## src/rtl/dequant_expand.sv

```systemverilog
// ---------------------------------------------------------------------------
// dequant_expand
//   Expands unsigned quantized activations into signed wide fixed-point
//   values for the next accumulation stage:
//     out = round((q - ZERO_POINT) * scale / 2^SHIFT)
//   scale is SCALE1/SCALE2/SCALE3 for select 00/01/10, identity (2^SHIFT)
//   for select 11. Rounding is half toward +inf (add half, arithmetic shift).
//
//   Three-stage pipeline (diff/scale -> product -> round/narrow) with a
//   per-vector element counter that tags the final element of each
//   VEC_LEN-element vector on out_last.
//
//   Optional feature macro: DEQUANT_SAT_EN
//     defined   : rounded result is clamped to the signed BITWIDTH_OUT range
//     undefined : rounded result is truncated (two's-complement wrap)
//
// Ports
//   clk        in   rising-edge clock
//   rst        in   asynchronous active-high reset
//   select     in   [1:0] scale select, sampled with each accepted input
//   in_data    in   [BITWIDTH_IN-1:0] unsigned quantized value
//   in_valid   in   input valid
//   in_ready   out  input ready
//   out_data   out  [BITWIDTH_OUT-1:0] signed dequantized value
//   out_valid  out  output valid
//   out_ready  in   downstream ready
//   out_last   out  final element of a VEC_LEN vector
//
// Handshake: a transfer happens on a rising edge where valid && ready.
//   advance = !out_valid || out_ready moves all three stages together and
//   is presented combinationally as in_ready. While out_valid && !out_ready
//   every stage holds, so out_data/out_last stay stable. Bubbles travel
//   through the pipeline; they are not collapsed.
// ---------------------------------------------------------------------------
module dequant_expand #(
    parameter int BITWIDTH_IN    = 8,
    parameter int BITWIDTH_OUT   = 16,
    parameter int BITWIDTH_SCALE = 16,
    parameter int SHIFT          = 8,
    parameter int ZERO_POINT     = 128,
    parameter int SCALE1         = 199,
    parameter int SCALE2         = 156,
    parameter int SCALE3         = 164,
    parameter int VEC_LEN        = 64
) (
    input  logic                    clk,
    input  logic                    rst,
    input  logic [1:0]              select,
    input  logic [BITWIDTH_IN-1:0]  in_data,
    input  logic                    in_valid,
    output logic                    in_ready,
    output logic [BITWIDTH_OUT-1:0] out_data,
    output logic                    out_valid,
    input  logic                    out_ready,
    output logic                    out_last
);

    localparam int DW = BITWIDTH_IN + 1;                  // signed diff
    localparam int PW = BITWIDTH_IN + BITWIDTH_SCALE + 2; // full product
    localparam int RW = PW + 1;                           // product + round
    localparam int CW = (VEC_LEN > 1) ? $clog2(VEC_LEN) : 1;

    localparam logic [BITWIDTH_IN-1:0]    ZP     = BITWIDTH_IN'(ZERO_POINT);
    localparam logic [BITWIDTH_SCALE-1:0] SC1    = BITWIDTH_SCALE'(SCALE1);
    localparam logic [BITWIDTH_SCALE-1:0] SC2    = BITWIDTH_SCALE'(SCALE2);
    localparam logic [BITWIDTH_SCALE-1:0] SC3    = BITWIDTH_SCALE'(SCALE3);
    localparam logic [BITWIDTH_SCALE-1:0] SC_ID  = BITWIDTH_SCALE'(2**SHIFT);
    localparam logic [CW-1:0]             CNT_LAST = CW'(VEC_LEN - 1);
    localparam logic signed [RW-1:0]      RND    = RW'(2**(SHIFT-1));
`ifdef DEQUANT_SAT_EN
    localparam logic signed [RW-1:0]      OMAX   = RW'(2**(BITWIDTH_OUT-1) - 1);
    localparam logic signed [RW-1:0]      OMIN   = -OMAX - RW'(1);
`endif

    logic advance;
    logic accept;

    // element counter within the current vector
    logic [CW-1:0] cnt;

    // stage 1 registers
    logic                      s1_valid;
    logic signed [DW-1:0]      s1_diff;
    logic [BITWIDTH_SCALE-1:0] s1_scale;
    logic                      s1_last;

    // stage 2 registers
    logic                      s2_valid;
    logic signed [PW-1:0]      s2_prod;
    logic                      s2_last;

    // combinational stage inputs
    logic signed [DW-1:0]      diff_c;
    logic [BITWIDTH_SCALE-1:0] scale_c;
    logic                      last_c;
    logic signed [PW-1:0]      prod_c;
    logic signed [RW-1:0]      sum_c;
    logic signed [RW-1:0]      r_c;
    logic [BITWIDTH_OUT-1:0]   narrow_c;

    assign advance  = !out_valid || out_ready;
    assign in_ready = advance;
    assign accept   = in_valid && advance;

    // stage 1: zero-point removal and scale lookup
    assign diff_c = $signed({1'b0, in_data}) - $signed({1'b0, ZP});
    assign last_c = (cnt == CNT_LAST);

    always_comb begin
        scale_c = SC_ID;
        case (select)
            2'b00:   scale_c = SC1;
            2'b01:   scale_c = SC2;
            2'b10:   scale_c = SC3;
            default: scale_c = SC_ID;
        endcase
    end

    // stage 2: full-width signed product; the scale is zero-extended so it
    // is never interpreted as negative
    assign prod_c = PW'(s1_diff) * PW'($signed({1'b0, s1_scale}));

    // stage 3: round half toward +inf, then narrow
    assign sum_c = RW'(s2_prod) + RND;
    assign r_c   = sum_c >>> SHIFT;

`ifdef DEQUANT_SAT_EN
    always_comb begin
        narrow_c = BITWIDTH_OUT'(r_c);
        if (r_c > OMAX)
            narrow_c = BITWIDTH_OUT'(OMAX);
        else if (r_c < OMIN)
            narrow_c = BITWIDTH_OUT'(OMIN);
    end
`else
    assign narrow_c = BITWIDTH_OUT'(r_c);
`endif

    always_ff @(posedge clk or posedge rst) begin
        if (rst) begin
            cnt       <= '0;
            s1_valid  <= 1'b0;
            s1_diff   <= '0;
            s1_scale  <= '0;
            s1_last   <= 1'b0;
            s2_valid  <= 1'b0;
            s2_prod   <= '0;
            s2_last   <= 1'b0;
            out_valid <= 1'b0;
            out_data  <= '0;
            out_last  <= 1'b0;
        end else begin
            if (accept)
                cnt <= (cnt == CNT_LAST) ? '0 : cnt + CW'(1);
            if (advance) begin
                // in_valid here equals accept, so bubbles enter as invalid
                s1_valid  <= in_valid;
                s1_diff   <= diff_c;
                s1_scale  <= scale_c;
                s1_last   <= last_c && in_valid;
                s2_valid  <= s1_valid;
                s2_prod   <= prod_c;
                s2_last   <= s1_last;
                out_valid <= s2_valid;
                out_data  <= narrow_c;
                out_last  <= s2_last;
            end
        end
    end

endmodule

```

## config.mk

```make
export PLATFORM = sky130hd
export DESIGN_NAME = dequant_expand
export DESIGN_NICKNAME = d
export VERILOG_FILES = /design/src/rtl/dequant_expand.sv
export SDC_FILE = /design/constraint.sdc
export NUM_CORES = 1
export LEC_CHECK = 0
export ABC_AREA = 1
export CORE_AREA = 2 2 115 117
export DETAILED_ROUTE_END_ITERATION = 10
export DIE_AREA = 0 0 117 119
export PLACE_DENSITY = 0.65
export SLEW_MARGIN = 20
export SYNTH_ARGS = -nofsm -noshare
export SYNTH_HDL_FRONTEND = slang
export SYNTH_SLANG_ARGS = --single-unit
```

## constraint.sdc

```tcl
create_clock -name clk -period 11.16 [get_ports clk]
set_input_delay 2.232 -clock clk [delete_from_list [all_inputs] [get_ports clk]]
set_output_delay 2.232 -clock clk [all_outputs]
set_load 0.005 [all_outputs]
```

; Yosys cells after proc, flatten, opt, wreduce, memory -nomap -nowiden
; Index checks and enable logic that the tools add are counted.
[op_classes]
n_addsub = 3
multipliers = 1
eq_ne = 3
muxes = 2
reduce_logical = 5
[ops]
columns = op, count
row1 = one-hot mux 9 bit (3 select lines), 1
row2 = "adder 24 x 9 -> 24 bit, second input constant", 1
row3 = multiplier 9 x 17 -> 24 bit, 1
row4 = "subtractor 8 x 8 -> 9 bit, second input constant", 1
row5 = "adder 6 x 1 -> 6 bit, second input constant", 1
row6 = "== test 6 bit, second input constant", 1
row7 = two-way mux 6 bit, 1
row8 = "== test 2 x 1 -> 1 bit, second input constant", 1
row9 = "== test 2 bit, second input constant", 1
row10 = logical AND 1 bit, 2
row11 = logical NOT 2 bit, 1
row12 = logical NOT 1 bit, 1
row13 = logical OR 1 bit, 1
[word_totals]
register_bits = 77

; Longest topological paths before layout
[logic_depth]
depth_word = 3
ltp_mapped = 23
depth_no_buf = 22

; Least setup slack after synthesis
; OpenSTA, ideal clock, no wires.
[synth_path]
kind = input port to output port
start = input out_ready
end = output in_ready
t_arrival_ps = 2851
required_time_ps = 8928
slack_ps = 6077
stages = 4
path_buffers = 2
cell_sequence = nor2_1 > inv_1 > buf_2 > buf_1
[synth_via]
elab_chain_len = 1
[synth_rtl]
columns = element, line
row1 = from (decl), 54  ; input logic out_ready,
row2 = logical OR 1 bit, 101  ; assign advance = !out_valid || out_ready;
row3 = to (decl), 51  ; output logic in_ready,
; No other way between the ends.

; Worst setup path after layout
; Ends and elaborated chain as after synthesis.

==> results.py <==
metrics = {
    "grt": {
        "antenna_found_initial": 0,
        "first_global_vias": 4504,
        "grt_pass1_wl_mm": 21.13,
        "grt-busiest-layer": "met2",
        "grt_usage": 0.1911,
        "grt_use_met2": 0.3165,
        "met3_usage": 0.03562,
        "overflow": 0,
        "grt_max_degree": 60,
        "grtUsageMet1": 0.2521,
    },
    "floorplanning": {
        "fp-row-count": 42,
        "die_x_um": 117,
        "floorplan.initialDensity": 0.4266,
        "die_y_um": 119,
        "ios": 33,
        "dieArea_sq_um": 13920,
        "coreArea_sq_um": 12870,
    },
    "synthesis": {
        "synth_fp_nets": 819,
        "synth_fa_ha_area_frac": 0.3125,
        "ys_ff_latch": 58,
        "synthSimpleGateAreaFrac": 0.2273,
        "synthXorXnorAreaFrac": 0.01595,
        "ys_seq_area_frac": 0.2642,
        "synth.area.mux_share": 0,
        "ys_types": 36,
        "postSynthAreaPerCell_sq_um": 7.892,
        "synth_compound_area_frac": 0.07472,
        "synth_area_sq_um": 5493,
        "yosysWarnings": 0,
        "syn-instance-count": 696,
        "synth_top_family_by_area": "adder cells",
    },
    "critical_path": {
        "arrival_ns": 3.82,
        "cp-start-kind": "input port",
        "worstPathRequired_ns": 8.93,
        "crit_path_top_delay_cell": "buf_4",
        "cp_top_family": "buffers and inverters",
        "path_class": "in2out",
        "cp_num_buf_inv": 4,
        "worstPathCellList": "clkdlybuf4s50_1, nor2_4, buf_4, inv_1, clkdlybuf4s50_1",
        "critical_path.most_common_cell": "clkdlybuf4s50_1",
        "slowest_delay_ns": 0.46,
        "endpoint_kind": "output port",
        "worstPathMaxFanout": 59,
    },
    "drt": {
        "drc": 0,
        "wl_per_cell_um": 13.38,
        "drt-total-wl_mm": 12.11,
        "vias": 4361,
        "vias_per_cell": 4.819,
        "drt_iter0_drc": 302,
        "drtPass1Iterations": 4,
        "ant_nets": 0,
    },
    "flow_run": {
        "drv_cap": 0,
    },
    "clocking": {
        "ctsResizeCount": 0,
        "cts-htree-levels": 3,
        "root_buffer": "clkbuf_16",
        "cts.sinks": 58,
        "clkLatencyLatePin_ns": 0.33,
        "hold_buffers": 0,
        "numCtsBuffers": 9,
        "cts_tree": "yes",
        "clockBufferDepth": 2,
        "post-cts-setup-buffer-count": 0,
        "clk_pin_slew_ns": 0.05,
    },
    "placement": {
        "dpl_worst_slack_ns": 5.077,
        "place_hpwl_mm": 9.719,
        "post_dp_cell_area_sq_um": 5988,
        "numPortBuffers": 32,
        "routabilityCongestion": 0.9270,
    },
    "sta": {
        "fin_crit_sh": 0.5426,
        "rsz0062_at_grt": "no",
        "finalClockSkew_ns": 0.004836,
        "max_slew_margin": 0.5023,
        "timing.fmax_mhz": 165.1,
        "setup_viol": 0,
        "fin_tns_setup_ns": 0,
        "tightest_slew_ns": 0.7465,
        "drv_slew": 0,
        "finalCriticalPeriod_ns": 6.055,
        "worst_slack_ns": 5.105,
        "hold_violations": 0,
    },
    "finish": {
        "syn_to_final_growth_pct": 15.85,
        "diodes": 0,
        "drive_gt1_frac": 0.05350,
        "fin_area_sq_um": 6364,
        "final_nets": 847,
    },
    "power_and_ir_drop": {
        "peakVddDrop_mv": 0.1970,
        "powerDensity_nw_per_um2": 338.9,
        "p_leak_nw": 3.461,
    },
    "hold_path": {
        "min_path_type": "reg2reg",
    },
    "status": {
        "status": "complete, no violations",
    },
}
where the power goes:
part	switching [mW]	internal, mW
combinational	0.847	0.573
clock	0.0986	0.247
sequential	0.0885	0.302
layout by cell type, fill, tap and decap left out, drive strengths merged:
cell type,synthesis,final
nand3b,6,6
clkbuf,12,10
xnor2,4,4
a31oi,1,1
clkdlybuf4s50,0,32
a21boi,1,1
a211oi,1,1
bufinv,0,4
xor2,6,6
a21oi,21,21
o22ai,2,2
ha,62,62
nor4,3,3
o31ai,6,6
clkinvlp,0,1
nand3,30,30
o21bai,1,1
nand2,195,195
o211ai,1,1
or2,3,3
o21ai,33,33
nand4,8,8
nor3,5,5
nor2,44,44
inv,134,135
o2111ai,1,1
and3,1,1
fa,47,47
o21a,4,4
buf,6,3
dfrtp,58,58
layout make-up:
cell class | count | area (sq um)
fillers | 1234 | 6511
multi-input cells | 486 | 3471
flip-flops and latches | 58 | 1451
inverters | 134 | 503.0
repair buffers | 35 | 342.8
clock buffers | 10 | 239.0
well taps | 176 | 220.2
clock inverters | 6 | 136.4
worst reg2reg max path, stage by stage (launching register included):
cell	delay, ns
dfrtp_1	0.75
inv_1	0.31
nor2_1	0.31
fa_1	0.49
fa_1	0.56
inv_1	0.06
fa_1	0.53
inv_1	0.05
fa_1	0.47
ha_1	0.31
ha_1	0.36
nand2_1	0.11
nor2_1	0.19
inv_1	0.08
nor2_1	0.11
nand4_1	0.09
o2111ai_1	0.16
nand2_1	0.08
nand2_1	0.07
nand2_1	0.04
per-stage QoR:
| step | utilization | std cells | hold WS [ns] | power [mW] |
|---|---|---|---|---|
| 2_1_floorplan | - | 696 | 0.4400 | 1.428 |
| 3_3_place_gp | 0.4651 | 889 | 0.4604 | 1.784 |
| 3_5_place_dp | 0.4651 | 889 | 0.4583 | 1.826 |
| 4_1_cts | 0.4943 | 905 | 0.4712 | 2.183 |
| 5_1_grt | 0.4943 | 905 | 0.4952 | 2.421 |
| 6_report | 0.4943 | 905 | 0.4691 | 2.157 |
per-layer routing:
layer,share of wire,vias to the layer above
li1,-,2219
met1,0.45,2049
met2,0.50,74
met3,0.038,19
met4,0.018,0
met5,0,-
state kept, by name, summed over array words and instances, names as in the netlist, 5 cells and up:
name,cells
s1_scale,5
s1_diff,8
s2_prod,17
cnt,6
out_data,16
worst paths after layout:
kind | from | endpoint | slack [ns] | cells past startpoint
max | out_ready | in_ready | 5.10 | 5
min | s2_valid | out_valid | 0.47 | 1
max reg2reg | s1_diff[7] | s2_prod[22] | 5.94 | 19
min reg2reg | s2_valid | out_valid | 0.47 | 1
max in group asynchronous | rst | s1_diff[2] | 8.23 | 3
min in group asynchronous | rst | out_data[10] | 2.43 | 3
synth_stat cells:
cell / n / area [sq um]
a21oi_1: 21 / 105.1
nand2_2: 5 / 31.28
nor2_2: 5 / 31.28
a211oi_1: 1 / 7.510
dfrtp_1: 58 / 1451
o21ai_0: 31 / 155.2
nor2_4: 1 / 11.26
nand3b_1: 6 / 45.04
buf_1: 2 / 7.510
nand4_1: 8 / 50.05
nand3_2: 1 / 10.01
o2111ai_1: 1 / 8.760
o21a_1: 4 / 30.03
buf_4: 1 / 7.510
xor2_1: 6 / 52.55
o22ai_1: 2 / 12.51
o211ai_1: 1 / 7.510
o31ai_1: 6 / 45.04
inv_1: 133 / 499.2
ha_1: 62 / 775.7
xnor2_1: 4 / 35.03
nor4_1: 3 / 18.77
a21boi_0: 1 / 7.510
a31oi_1: 1 / 6.260
clkbuf_1: 12 / 45.04
or2_2: 3 / 18.77
inv_2: 1 / 3.750
fa_1: 47 / 940.9
buf_2: 3 / 15.01
nand3_1: 29 / 145.1
nand2_1: 190 / 713.2
o21bai_1: 1 / 7.510
nor2_1: 38 / 142.6
and3_1: 1 / 6.260
o21ai_2: 2 / 17.52
nor3_1: 5 / 25.02
cell families after synthesis:
group	count (synthesis)
buffers and inverters	152
adder cells (fa/ha/maj)	109
XOR/XNOR	10
flip-flops	58
AO/OA/AOI/OAI	72
AND/OR/NAND/NOR	295
Power figures use the tool's default switching activity.
